<file path="src/rtl/aes_pkg.sv">
// Shared AES types, FSM encoding and GF(2^8) helpers.
// Inverse multipliers exist only when MIX_COLUMNS_INV_EN is defined.
package aes_pkg;

  typedef logic [127:0] state_t;
  typedef logic [31:0]  col_t;

  typedef enum logic [1:0] {
    ST_IDLE,
    ST_BUSY,
    ST_DONE
  } mixcol_state_t;

  localparam logic [7:0] AES_POLY = 8'h1b;

  function automatic logic [7:0] gf_xtime(input logic [7:0] b);
    return {b[6:0], 1'b0} ^ (b[7] ? AES_POLY : 8'h00);
  endfunction

  function automatic logic [7:0] gf_mul3(input logic [7:0] b);
    return gf_xtime(b) ^ b;
  endfunction

`ifdef MIX_COLUMNS_INV_EN
  function automatic logic [7:0] gf_mul9(input logic [7:0] b);
    logic [7:0] x8;
    x8 = gf_xtime(gf_xtime(gf_xtime(b)));
    return x8 ^ b;
  endfunction

  function automatic logic [7:0] gf_mul11(input logic [7:0] b);
    logic [7:0] x2, x8;
    x2 = gf_xtime(b);
    x8 = gf_xtime(gf_xtime(x2));
    return x8 ^ x2 ^ b;
  endfunction

  function automatic logic [7:0] gf_mul13(input logic [7:0] b);
    logic [7:0] x4, x8;
    x4 = gf_xtime(gf_xtime(b));
    x8 = gf_xtime(x4);
    return x8 ^ x4 ^ b;
  endfunction

  function automatic logic [7:0] gf_mul14(input logic [7:0] b);
    logic [7:0] x2, x4, x8;
    x2 = gf_xtime(b);
    x4 = gf_xtime(x2);
    x8 = gf_xtime(x4);
    return x8 ^ x4 ^ x2;
  endfunction
`endif

endpackage

</file>
<file path="src/rtl/mix_column_word.sv">
// One MixColumns column: 32-bit in, 32-bit out, purely combinational.
// inv_i port exists only when MIX_COLUMNS_INV_EN is defined.
module mix_column_word
  import aes_pkg::*;
(
  input  col_t col_i,
`ifdef MIX_COLUMNS_INV_EN
  input  logic inv_i,
`endif
  output col_t col_o
);

  logic [7:0] a0, a1, a2, a3;
  col_t       fwd;

  assign a0 = col_i[31:24];
  assign a1 = col_i[23:16];
  assign a2 = col_i[15:8];
  assign a3 = col_i[7:0];

  assign fwd = {
    gf_xtime(a0) ^ gf_mul3(a1) ^ a2 ^ a3,
    a0 ^ gf_xtime(a1) ^ gf_mul3(a2) ^ a3,
    a0 ^ a1 ^ gf_xtime(a2) ^ gf_mul3(a3),
    gf_mul3(a0) ^ a1 ^ a2 ^ gf_xtime(a3)
  };

`ifdef MIX_COLUMNS_INV_EN
  col_t inv;

  assign inv = {
    gf_mul14(a0) ^ gf_mul11(a1) ^ gf_mul13(a2) ^ gf_mul9(a3),
    gf_mul9(a0) ^ gf_mul14(a1) ^ gf_mul11(a2) ^ gf_mul13(a3),
    gf_mul13(a0) ^ gf_mul9(a1) ^ gf_mul14(a2) ^ gf_mul11(a3),
    gf_mul11(a0) ^ gf_mul13(a1) ^ gf_mul9(a2) ^ gf_mul14(a3)
  };

  assign col_o = inv_i ? inv : fwd;
`else
  assign col_o = fwd;
`endif

endmodule

</file>
<file path="src/rtl/mix_columns_iter.sv">
// Iterative AES MixColumns, COLS_PER_CYCLE columns per clock.
// MIX_COLUMNS_INV_EN adds i_inv to select the inverse transform.
module mix_columns_iter
  import aes_pkg::*;
#(
  parameter int COLS_PER_CYCLE = 1
) (
  input  logic   clk,
  input  logic   rst,
  input  logic   i_valid,
  output logic   o_ready,
  input  state_t i_data,
`ifdef MIX_COLUMNS_INV_EN
  input  logic   i_inv,
`endif
  output logic   o_valid,
  input  logic   i_ready,
  output state_t o_data,
  output logic   o_busy
);

  localparam int          N        = COLS_PER_CYCLE;
  localparam logic [1:0]  CNT_STEP = 2'(N);
  localparam logic [1:0]  CNT_LAST = 2'(4 - N);

  mixcol_state_t state_q, state_d;
  state_t        work_q, work_d;
  logic [1:0]    cnt_q, cnt_d;
  logic          inv_q, inv_d;

  logic [1:0]    lane_idx [N];
  col_t          lane_in  [N];
  col_t          lane_out [N];

  for (genvar l = 0; l < N; l++) begin : g_lane
    assign lane_idx[l] = cnt_q + 2'(l);
    assign lane_in[l]  = work_q[127 - 32*int'(lane_idx[l]) -: 32];

    mix_column_word u_word (
      .col_i (lane_in[l]),
`ifdef MIX_COLUMNS_INV_EN
      .inv_i (inv_q),
`endif
      .col_o (lane_out[l])
    );
  end

  always_ff @(posedge clk) begin
    if (rst) begin
      state_q <= ST_IDLE;
      work_q  <= '0;
      cnt_q   <= '0;
      inv_q   <= 1'b0;
    end else begin
      state_q <= state_d;
      work_q  <= work_d;
      cnt_q   <= cnt_d;
      inv_q   <= inv_d;
    end
  end

  always_comb begin
    state_d = state_q;
    unique case (state_q)
      ST_IDLE: if (i_valid)           state_d = ST_BUSY;
      ST_BUSY: if (cnt_q == CNT_LAST) state_d = ST_DONE;
      ST_DONE: if (i_ready)           state_d = ST_IDLE;
      default:                        state_d = ST_IDLE;
    endcase
  end

  // Working register doubles as the result buffer; columns update in place.
  always_comb begin
    work_d = work_q;
    cnt_d  = cnt_q;
    inv_d  = inv_q;
    if (state_q == ST_IDLE && i_valid) begin
      work_d = i_data;
      cnt_d  = '0;
`ifdef MIX_COLUMNS_INV_EN
      inv_d  = i_inv;
`else
      inv_d  = 1'b0;
`endif
    end else if (state_q == ST_BUSY) begin
      for (int l = 0; l < N; l++) begin
        work_d[127 - 32*int'(lane_idx[l]) -: 32] = lane_out[l];
      end
      cnt_d = cnt_q + CNT_STEP;
    end
  end

  always_comb begin
    o_ready = (state_q == ST_IDLE) && !rst;
    o_valid = (state_q == ST_DONE);
    o_busy  = (state_q == ST_BUSY);
    o_data  = (state_q == ST_DONE) ? work_q : '0;
  end

endmodule

</file>
<file path="config.mk">
export PLATFORM = sky130hd
export DESIGN_NAME = mix_columns_iter
export DESIGN_NICKNAME = d
export VERILOG_FILES = /design/src/rtl/aes_pkg.sv /design/src/rtl/mix_column_word.sv /design/src/rtl/mix_columns_iter.sv
export SDC_FILE = /design/constraint.sdc
export NUM_CORES = 1
export LEC_CHECK = 0
export ABC_AREA = 1
export CAP_MARGIN = 10
export CORE_ASPECT_RATIO = 1.25
export CORE_MARGIN = 2
export CORE_UTILIZATION = 46
export DETAILED_ROUTE_END_ITERATION = 12
export GPL_TIMING_DRIVEN = 0
export PLACE_DENSITY = 0.85
export REMOVE_ABC_BUFFERS = 1
export SKIP_CTS_REPAIR_TIMING = 1
export SYNTH_ARGS = -nofsm -noshare
export SYNTH_HDL_FRONTEND = slang
export SYNTH_SLANG_ARGS = --single-unit
</file>
<file path="constraint.sdc">
create_clock -name clk -period 1.9 [get_ports clk]
set_input_delay 0.38 -clock clk [delete_from_list [all_inputs] [get_ports clk]]
set_output_delay 0.38 -clock clk [all_outputs]
set_load 0.02 [all_outputs]
</file>
==> flow_summary.json <==
{
  "clock_path_buffers": 2,
  "wire_per_inst_microns": 18.5,
  "dr.pass1.iters": 6,
  "end_kind": "flop",
  "clk_latency_ns": 0.44,
  "crit_top_cell": "nand2_1",
  "crit_fanout": 34,
  "post-route-period-util_pct": 115,
  "fmax_ghz": 0.459,
  "synth_cell_types": 31,
  "period_needed_ns": 2.18,
  "synth.area.mux_share_pct": 0,
  "r2r-end": "work_q[110]",
  "cp.buffers_inverters": 3,
  "drt-vias-per-instance": 5.69,
  "grt_pass1_vias": 12000,
  "nets": 2338,
  "htreeDepth": 4,
  "power.density_nw_per_um2": 684,
  "synth_compound_area_share_pct": 12.4,
  "wirelength_mm": 46.3,
  "io_buffers": 262,
  "design_area_sq_um": 15500,
  "r2r_setup_slack_ns": -0.28,
  "r2r-start": "cnt_q[0]",
  "cap_violations": 0,
  "track_usage_pct": 28.7,
  "io_pins": 263,
  "synth-simple-area-share_pct": 45.6,
  "syn-cell-area_sq_um": 10600,
  "core_sq_um": 22800,
  "avgSynthCellArea_sq_um": 5.46,
  "die-height_microns": 174,
  "place_hpwl_mm": 26.0,
  "postRouteAntennaNets": 0,
  "area_growth_pct": 46.0,
  "startpoint_type": "flop",
  "synthFlopType": "dfxtp_1",
  "fin_setup_tns_ns": -43.53,
  "synth_edf_count": 0,
  "finalSetupViolations": 258,
  "r2r.worst_path.cells": 15,
  "grt-ovfl-total": 0,
  "holdCritStartpoint": "rst",
  "crit_chain": "buf_16, clkinv_16, nand2_1, nand2_1, nand2_1, nand2_2, inv_1, nand2_1, nand2_2, nand2_2, nand2_1, nand2_1, nand2_2, nand3_1, a21oi_2",
  "dieArea_sq_um": 24300,
  "hold_violations": 0,
  "hold_depth": 2,
  "path_class": "reg -> reg",
  "cp.required_ns": 2.27,
  "clkSlewWorstSetupHoldPaths_ns": 0.06,
  "synth_area_leaders": "dfxtp_1 25%, nand2_1 25%, inv_1 10%",
  "power_uw": 10600,
  "ctsRootBufferMaster": "clkbuf_16",
  "crit_family": "simple AND/OR/NAND/NOR gates",
  "start_util_pct": 46.6,
  "failed_checks": "setup timing",
  "synthAdderAreaFrac_pct": 0.471,
  "final_layout_size_suffix_gt1_share_pct": 20.2,
  "yosys_warnings": 0,
  "grt_pass1_wl_mm": 57.8,
  "drt-initial-drc-count": 1290,
  "ys_top_cells_by_count": "701 x nand2_1, 286 x inv_1, 177 x nand3_1",
  "rsz0062_at_grt": "yes",
  "rows": 62,
  "outcome": "finished with violations",
  "leakagePower_uw": 0.00769,
  "layout_setup_ws_ns": -0.279,
  "cts_made_buffers": 17,
  "cts.sinks": 132,
  "grt_antenna_before_repair": 0,
  "drcViolationCount": 0,
  "vdd_ir_drop_max_v": 0.000665,
  "slew_viol_final": 0,
  "synth_top_family_by_area": "simple AND/OR/NAND/NOR gates",
  "yosys.area_share.xor_xnor_pct": 0.660,
  "grt_max_degree": 134,
  "synth_most_common_cell": "nand2_1",
  "synth_seq_cells": 132,
  "cts_tree": "yes",
  "setup.worst_path.start": "cnt_q[0]",
  "min_to": "work_q[116]",
  "finalWeightedCongestion": 0.864,
  "dpl-instance-area_sq_um": 13400,
  "critPathMaxStageDelay_ns": 0.45,
  "synth_cells": 1946,
  "cp_slowest_cell": "dfxtp_4",
  "synth_top_cell_by_area": "dfxtp_1",
  "slew-limit-headroom_pct": 66.9,
  "ys_seq_area_share_pct": 24.9,
  "min_path_type": "in -> reg",
  "die_w_microns": 140,
  "ys_async_sr_fraction_pct": 0,
  "yosys.area.top_type_share_pct": 24.9,
  "vias": 14200,
  "tightest_slew_ns": 0.496,
  "arrival_ns": 2.55,
  "skew_ns": 0.0111
}
-- cell type report --
type                            count  area (sq um)
Inverter                          301          1230
Timing Repair inverter             11           165
Tap cell                          288           360
Timing Repair Buffer              332          3590
Antenna cell                        1          2.50
Multi-Input combinational cell   1407          6960
Sequential cell                   132          2650
Fill cell                        1949          7300
Clock buffer                       20           457
Clock inverter                     10          83.8
-- metal layers --
metal | track usage [%] | part of all wire (%)
met5 | 0 | 0
met4 | 11.8 | 7.5
met3 | 5.26 | 9.5
met2 | 51.5 | 48
met1 | 33.6 | 35
-- registers in the layout, summed over array words and instances, names as in the netlist --
name	count
work_q	128
cnt_q	2
state_q	2
-- report_power, final --
part,total (uW),switching (uW),internal [uW],leakage (uW)
Combinational,4340,2850,1490,0.00634
Clock,3170,1330,1840,0.000264
Sequential,3100,126,2970,0.00109
Total,10600,4310,6310,0.00769
-- cell families (layout without fill, tap and decap cells) --
kind of cell	after synthesis	in the layout
other	0	1
DFF	132	132
and+or+nand+nor	1134	1136
xor gates and xnor gates	8	8
buffers and inverters	409	674
adders and majority gates	4	4
AOI/OAI and AO/OA	259	259
-- stage by stage --
step / cells / hold WS (ns) / util [%] / setup WS [ns]
after floorplan: 1838 / 0.442 / - / -2.85
after global placement: 2388 / 0.582 / 57.2 / -5.66
after detailed placement: 2401 / 0.587 / 58.8 / -1.47
after CTS: 2431 / 0.500 / 61.2 / -1.57
after global routing: 2501 / 0.485 / 68.0 / -0.359
final: 2502 / 0.453 / 68.0 / -0.279
-- worst max path at each step --
stage          slack [ns]  cells past startpoint           to
3_5_place_dp        -1.47                      9   work_q[48]
2_1_floorplan       -2.85                      7  work_q[109]
5_1_grt             -0.36                     15  work_q[110]
6_report            -0.28                     15  work_q[110]
3_3_place_gp        -5.66                      7   work_q[39]
4_1_cts             -1.57                      9  work_q[119]
-- cells in the final DEF, fill, tap and decap left out, drive strengths merged --
cell type,n
nand2,755
inv,306
nand3,184
buf,142
nor2,133
dfxtp,132
clkdlybuf4s50,131
a21oi,130
o21ai,128
nand4,55
dlymetal6s2s,52
clkbuf,27
clkinv,8
clkinvlp,6
xnor2,5
ha,4
nand3b,4
xor2,3
nor3,3
bufinv,2
or2,2
diode,1
a211oi,1
Note: power is estimated with default switching activity, not from simulation.
